`config.mk`:
```
export PLATFORM = sky130hd
export DESIGN_NAME = button_event_decoder
export DESIGN_NICKNAME = d
export VERILOG_FILES = /design/src/rtl/btn_evt_pkg.sv /design/src/rtl/button_event_decoder_evt_timer.sv /design/src/rtl/button_event_decoder.sv
export SDC_FILE = /design/constraint.sdc
export NUM_CORES = 1
export LEC_CHECK = 0
export CAP_MARGIN = 20
export CORE_MARGIN = 8
export CORE_UTILIZATION = 33
export CTS_CLUSTER_DIAMETER = 200
export DETAILED_ROUTE_END_ITERATION = 12
export SLEW_MARGIN = 20
export SYNTH_ARGS = -nofsm -noshare
export SYNTH_HDL_FRONTEND = slang
export SYNTH_SLANG_ARGS = --single-unit
export TNS_END_PERCENT = 20
```
`constraint.sdc`:
```
create_clock -name clk -period 2.94 [get_ports clk]
set_input_delay 0.588 -clock clk [delete_from_list [all_inputs] [get_ports clk]]
set_output_delay 0.588 -clock clk [all_outputs]
set_load 0.02 [all_outputs]
```
`src/rtl/btn_evt_pkg.sv`:
```
// ---------------------------------------------------------------------------
// btn_evt_pkg : shared types and sizing helpers for button_event_decoder
// Revision    : 1.0
// ---------------------------------------------------------------------------
`default_nettype none

package btn_evt_pkg;

  typedef enum logic [2:0] {
    IDLE   = 3'd0,
    PRESS1 = 3'd1,
    GAP    = 3'd2,
    PRESS2 = 3'd3,
    LONG   = 3'd4
  } state_e;

  // Counter width sized to the largest interval; never narrower than one bit.
  function automatic int cnt_width(input int long_cyc, input int dclick_cyc,
                                   input int repeat_cyc);
    int m;
    m = long_cyc;
    if (dclick_cyc > m) m = dclick_cyc;
    if (repeat_cyc > m) m = repeat_cyc;
    if (m < 2) return 1;
    return $clog2(m);
  endfunction

endpackage

`default_nettype wire

```
`src/rtl/button_event_decoder_evt_timer.sv`:
```
// ---------------------------------------------------------------------------
// evt_timer : clearable saturating up-counter with compare-equal terminal hit
// Revision  : 1.0
// ---------------------------------------------------------------------------
`default_nettype none

module evt_timer #(
  parameter int W = 8
) (
  input  logic         clk,
  input  logic         rst,
  input  logic         clr,
  input  logic [W-1:0] term,
  output logic         hit
);

  logic [W-1:0] cnt_q;
  logic [W-1:0] cnt_d;

  always_comb begin
    cnt_d = cnt_q;
    if (clr) begin
      cnt_d = '0;
    end else if (cnt_q != {W{1'b1}}) begin
      cnt_d = cnt_q + 1'b1;
    end
  end

  always_ff @(posedge clk) begin
    if (rst) begin
      cnt_q <= '0;
    end else begin
      cnt_q <= cnt_d;
    end
  end

  assign hit = (cnt_q == term);

endmodule

`default_nettype wire

```
`src/rtl/button_event_decoder.sv`:
```
// ---------------------------------------------------------------------------
// button_event_decoder : classifies a debounced button level into
//                        short / double / long / auto-repeat event pulses
// Revision             : 1.0
// ---------------------------------------------------------------------------
`default_nettype none

module button_event_decoder
  import btn_evt_pkg::*;
#(
  parameter int LONG_CYC   = 50_000_000,
  parameter int DCLICK_CYC = 12_500_000,
  parameter int REPEAT_CYC = 10_000_000,
  parameter int REPEAT_EN  = 1
) (
  input  logic clk,
  input  logic rst,
  input  logic db,
  output logic short_p,
  output logic double_p,
  output logic long_p,
  output logic rep_p,
  output logic held
);

  localparam int CNT_W = cnt_width(LONG_CYC, DCLICK_CYC, REPEAT_CYC);

  // The counter reads 0 on the first sample after a state change. The press
  // entry sample already counts as high sample 1, the release sample does not
  // count as a gap sample, and repeats are measured from the long_p edge.
  localparam logic [CNT_W-1:0] LONG_TERM = CNT_W'(LONG_CYC - 2);
  localparam logic [CNT_W-1:0] GAP_TERM  = CNT_W'(DCLICK_CYC - 1);
  localparam logic [CNT_W-1:0] REP_TERM  = CNT_W'(REPEAT_CYC - 1);

  state_e state_q, state_d;
  logic short_q, short_d;
  logic double_q, double_d;
  logic long_q, long_d;
  logic rep_q, rep_d;
  logic held_q, held_d;

  logic             tmr_clr;
  logic             tmr_hit;
  logic [CNT_W-1:0] tmr_term;

  evt_timer #(
    .W(CNT_W)
  ) u_timer (
    .clk  (clk),
    .rst  (rst),
    .clr  (tmr_clr),
    .term (tmr_term),
    .hit  (tmr_hit)
  );

  always_comb begin
    state_d  = state_q;
    short_d  = 1'b0;
    double_d = 1'b0;
    long_d   = 1'b0;
    rep_d    = 1'b0;
    tmr_term = LONG_TERM;

    case (state_q)
      IDLE: begin
        if (db) state_d = PRESS1;
      end
      PRESS1: begin
        if (!db) begin
          state_d = GAP;
        end else if (tmr_hit) begin
          state_d = LONG;
          long_d  = 1'b1;
        end
      end
      GAP: begin
        tmr_term = GAP_TERM;
        // A press on the expiring sample still wins as a double-click start.
        if (db) begin
          state_d = PRESS2;
        end else if (tmr_hit) begin
          state_d = IDLE;
          short_d = 1'b1;
        end
      end
      PRESS2: begin
        if (!db) begin
          state_d  = IDLE;
          double_d = 1'b1;
        end
      end
      LONG: begin
        tmr_term = REP_TERM;
        if (!db) begin
          state_d = IDLE;
        end else if ((REPEAT_EN != 0) && tmr_hit) begin
          rep_d = 1'b1;
        end
      end
      default: begin
        state_d = IDLE;
      end
    endcase

    tmr_clr = (state_d != state_q) || rep_d;
    held_d  = (state_d == LONG);
  end

  always_ff @(posedge clk) begin
    if (rst) begin
      state_q  <= IDLE;
      short_q  <= 1'b0;
      double_q <= 1'b0;
      long_q   <= 1'b0;
      rep_q    <= 1'b0;
      held_q   <= 1'b0;
    end else begin
      state_q  <= state_d;
      short_q  <= short_d;
      double_q <= double_d;
      long_q   <= long_d;
      rep_q    <= rep_d;
      held_q   <= held_d;
    end
  end

  assign short_p  = short_q;
  assign double_p = double_q;
  assign long_p   = long_q;
  assign rep_p    = rep_q;
  assign held     = held_q;

endmodule

`default_nettype wire

```
Yosys cells after proc, flatten, opt, wreduce, memory -nomap -nowiden
Cells that the tools add are included.

Memories: 0. Word-level logic and storage cells: 38. Memory bits (writable): 0. Register bits: 34. Memory bits (read-only): 0. Bits in latches: 0. Bits of input ports: 3.

Bitwise gates (word level): 3. Add/subtract/negate cells: 1. Order comparisons: 0. Shifts and indexed selects: 0. Multiplexer cells: 12. Reductions and logical operators: 7. Equal/unequal tests: 8. Multipliers: 0. Div/mod/pow operators: 0.

Operator list (count): one-hot mux 26 bit (2 select lines) (1); adder 26 x 1 -> 26 bit, second input constant (1); equality test 26 bit (1); != test 26 bit, second input constant (1); 2-to-1 mux 3 bit (6); one-hot mux 3 bit (4 select lines) (1); OR reduction 2 bit (4); equality test 3 x 2 -> 1 bit, second input constant (2); equality test 3 bit, second input constant (2); 2-to-1 mux 1 bit (4); equality test 3 x 1 -> 1 bit, second input constant (1); zero test 3 bit (1); != test 3 bit (1); inverter 1 bit (3); OR reduction 3 bit (1); logical OR 1 bit (1).

Longest topological paths before layout
Depth in word-level cells: 9. Mapped depth: 8. Depth with buffers taken out: 6.

Modules after synthesis
A second synthesis with hierarchy kept.

Cells, all modules: 235. Area total of the unflattened synthesis: 1990.7 µm².

Modules (own cells, without submodules): evt_timer (area each 1614.0 µm², cells each 193, sequential area each 520.5 µm², times used 1); button_event_decoder (area each 376.6 µm², cells each 42, sequential area each 160.2 µm², times used 1).

Least setup slack after synthesis
No wires, ideal clock.

Path kind: flip-flop to flip-flop. Start: register u_timer.cnt_q[0]. End: register u_timer.cnt_q[3]. Data required time: 2.826 ns. Arrival time: 2.025 ns. Stages on the path, launching flop included: 9. Slack: 0.801 ns. Cell sequence: dfxtp_1 -> ha_1 -> clkbuf_1 -> inv_1 -> or4_1 -> buf_2 -> o2111ai_1 -> xor2_1 -> nor2_1.

Longest elaborated chain between the ends: 7. Elaborated cells between the ends (all ways): 14. Classes of those cells: add/sub: 1; eq/ne: 3; mux: 8; reduce/logical: 2.

Ends and longest elaborated chain: start, declared (line button_event_decoder_evt_timer.sv:17) `logic [W-1:0] cnt_q;`; start signal, assigned (line button_event_decoder_evt_timer.sv:33) `cnt_q <= cnt_d;`; equality test 26 bit (line button_event_decoder_evt_timer.sv:37) `assign hit = (cnt_q == term);`; 2-to-1 mux 3 bit (on tied branches) (line button_event_decoder.sv:81, button_event_decoder.sv:71); 2-to-1 mux 3 bit (on tied branches) (line button_event_decoder.sv:79, button_event_decoder.sv:69); one-hot mux 3 bit (4 select lines) (line button_event_decoder.sv:64) `case (state_q)`; != test 3 bit (line button_event_decoder.sv:105) `tmr_clr = (state_d != state_q) || rep_d;`; logical OR 1 bit (line button_event_decoder.sv:105); OR reduction 2 bit (no source line).

Several ways; a longest one is shown, not always the timed one. A chain may end at the register's enable or synchronous reset.

Final worst setup path
Start: register u_timer.cnt_q[7]. End: register u_timer.cnt_q[19].

Same word-level chain as after synthesis.

==> run metrics <==
remaining global-route overflow=0; Initial Utilization=0.337; Die Area=0.00820 sq mm; register area share after synthesis=0.371; worst min path class=reg2reg; Die H=90.6 um; Setup TNS=0 ps; WP data arrival=2450 ps; Worst VDD drop=0.000236 V; setup violators final=0; Residual DRC=0; first-pass GRT wire length=6.87 mm; Syn Nets=215; Area growth syn-to-layout=12.8%; share of cells above drive strength 1=0.0909; core area=0.00544 sq mm; DR vias/cell=5.33; CTS tree=built; Post-synth ARST share=0; Post-synth EDFFs=0; CP Class=reg2reg; clk buf depth=2; cts repair resizes=0; Maximum Capacitance Violations=0; met2 Resource Use GR=0.154; yosys warns=0; Cells after Synth=211; overall routing resource usage=0.101; pin count of the biggest net entering global routing=27; global-route met3 utilization=0.0382; CTS clk-pin slew, worst paths=70 ps; Crit. End Element=flop; status=complete, no violations; CP max FO=26; post-layout min period=2280 ps; Iter 0 DRT Violations=74; Rel. slew slack=0.500; leakage=0.599 nW; root buffer cell=clkbuf_8; TritonCTS Buffers=5; top cells by area, synth=dfxtp_1 37%, xnor2_1 7.2%, nor2_1 5.3%; setup bufs post-CTS=0; main flop type after synthesis=dfxtp_1; WHS=547 ps; clock skew=5.99 ps; post-synth top area share=0.371; Final Net Count=223; area leader, netlist=dfxtp_1; Cell Area, Synth=0.00183 sq mm; Mean Syn Cell Area=8.69 sq um; hpwl dp=2.82 mm; WL final=3.95 mm; Port Buffers=7; Most Crowded Layer GR=met2; Detail Route Antenna Nets=0; hold buffer count at CTS=0; H-tree levels=2; Row Count=27; vias in the first global route=1467; via count=1555; Post-Place Setup Slack=446 ps; P per Cell Area=427 mW/mm^2; Yosys cell types=45; GR Util met1=0.129; Period Utilization, post-route=0.774; drt wl/cell=13.5 um; num ports=8; n_diodes=0; Detailed Routing Iterations Pass 1=4; Worst-Margin Slew=743 ps; max frequency=439 MHz; routability congestion estimate from global placement=0.808; Hold Startpoint=u_timer.cnt_q[12]; CP startpoint=u_timer.cnt_q[7]; clock sinks=34; final slew viol count=0; Clk Latency, worst-skew pair=290 ps; fin worst setup slack=663 ps; initial antenna violation count=0; final hold vios=0; RR Startpoint=u_timer.cnt_q[7]; Yosys reg bits=34; Die X=90.6 um; Worst Setup Start Kind=flop; RSZ-0062 raised after global routing=false; Worst Path Required=3110 ps
## through the flow
step / instances / util / total power [mW] / area [sq um]
3_3_place_gp: 284 / 0.363 / 0.539 / 1980
2_1_floorplan: 211 / - / 0.527 / 1830
5_1_grt: 292 / 0.380 / 0.928 / 2070
3_5_place_dp: 284 / 0.363 / 0.539 / 1980
6_report: 292 / 0.380 / 0.884 / 2070
4_1_cts: 292 / 0.380 / 0.902 / 2070
## cell usage after synthesis, drive strengths merged, types with 3 or more instances
cell type	count
dfxtp	34
nor2	26
xnor2	15
nand2	13
a21oi	11
nand3	11
nor3	11
nand4	9
clkbuf	8
nor4	7
xor2	7
buf	4
nor2b	4
nor3b	4
o2111ai	4
a211oi	3
and4	3
o211ai	3
or3	3
or4	3
## final cells by class
class | instances | area (sq um)
Fill cell | 549 | 3370
Multi-Input combinational cell | 163 | 1080
Sequential cell | 34 | 681
Timing Repair Buffer | 13 | 115
Tap cell | 72 | 90.1
Clock buffer | 7 | 86.3
Inverter | 2 | 7.51
Clock inverter | 1 | 5.00
## worst max-delay path: stages (launching register included)
cell       delay, ps
dfxtp_1          380
or4b_1           540
nor4_2           320
o2111ai_2        290
a22oi_4          210
buf_4            290
nor2_1            90
## report_power, final
part           switching (mW)  internal (mW)
clock network           0.167          0.189
registers              0.0103          0.466
logic                  0.0303         0.0215
total                   0.207          0.676
## placed cells by master, fill, tap and decap left out, drive strengths merged, types with 4 or more instances in the layout
master	synthesis	layout
nor3	11	11
nand2	13	13
a21oi	11	11
dfxtp	34	34
buf	4	6
nor2b	4	4
nor4	7	7
clkdlybuf4s50	0	7
clkbuf	8	7
nor2	26	26
xnor2	15	15
nand3	11	11
nor3b	4	4
o2111ai	4	4
xor2	7	7
nand4	9	9
## final timing paths
| check | cells past startpoint | endpoint | slack, ps |
|---|---|---|---|
| worst max-delay path | 6 | u_timer.cnt_q[19] | 660 |
| worst min-delay path | 2 | u_timer.cnt_q[12] | 550 |
| worst max register to register | 6 | u_timer.cnt_q[19] | 660 |
| worst min register to register | 2 | u_timer.cnt_q[12] | 550 |
## per-layer routing
metal | share of wire | routed length [um] | up-vias
li1 | - | - | 797
met3 | 0.051 | 203 | 2
met4 | 0.0073 | 29 | 0
met1 | 0.49 | 1950 | 728
met2 | 0.45 | 1770 | 28
met5 | 0 | 0 | -
## cell families (layout without fill, tap and decap cells)
| family | count (synthesis) | after routing | synth area share |
|---|---|---|---|
| AOI/OAI and AO/OA | 33 | 33 | 0.143 |
| DFF | 34 | 34 | 0.371 |
| and+or+nand+nor | 105 | 105 | 0.325 |
| xor gates and xnor gates | 22 | 22 | 0.105 |
| muxes | 2 | 2 | 0.0116 |
| buffers and inverters | 14 | 23 | 0.0382 |
| adders and majority gates | 1 | 1 | 0.00682 |
## sequential cells by signal (all words and copies together), names as in the netlist
| register | cells |
|---|---|
| double_p | 1 |
| held | 1 |
| long_p | 1 |
| rep_p | 1 |
| short_p | 1 |
| state_q | 3 |
| u_timer.cnt_q | 26 |
Note: power is estimated with default switching activity, not from simulation.
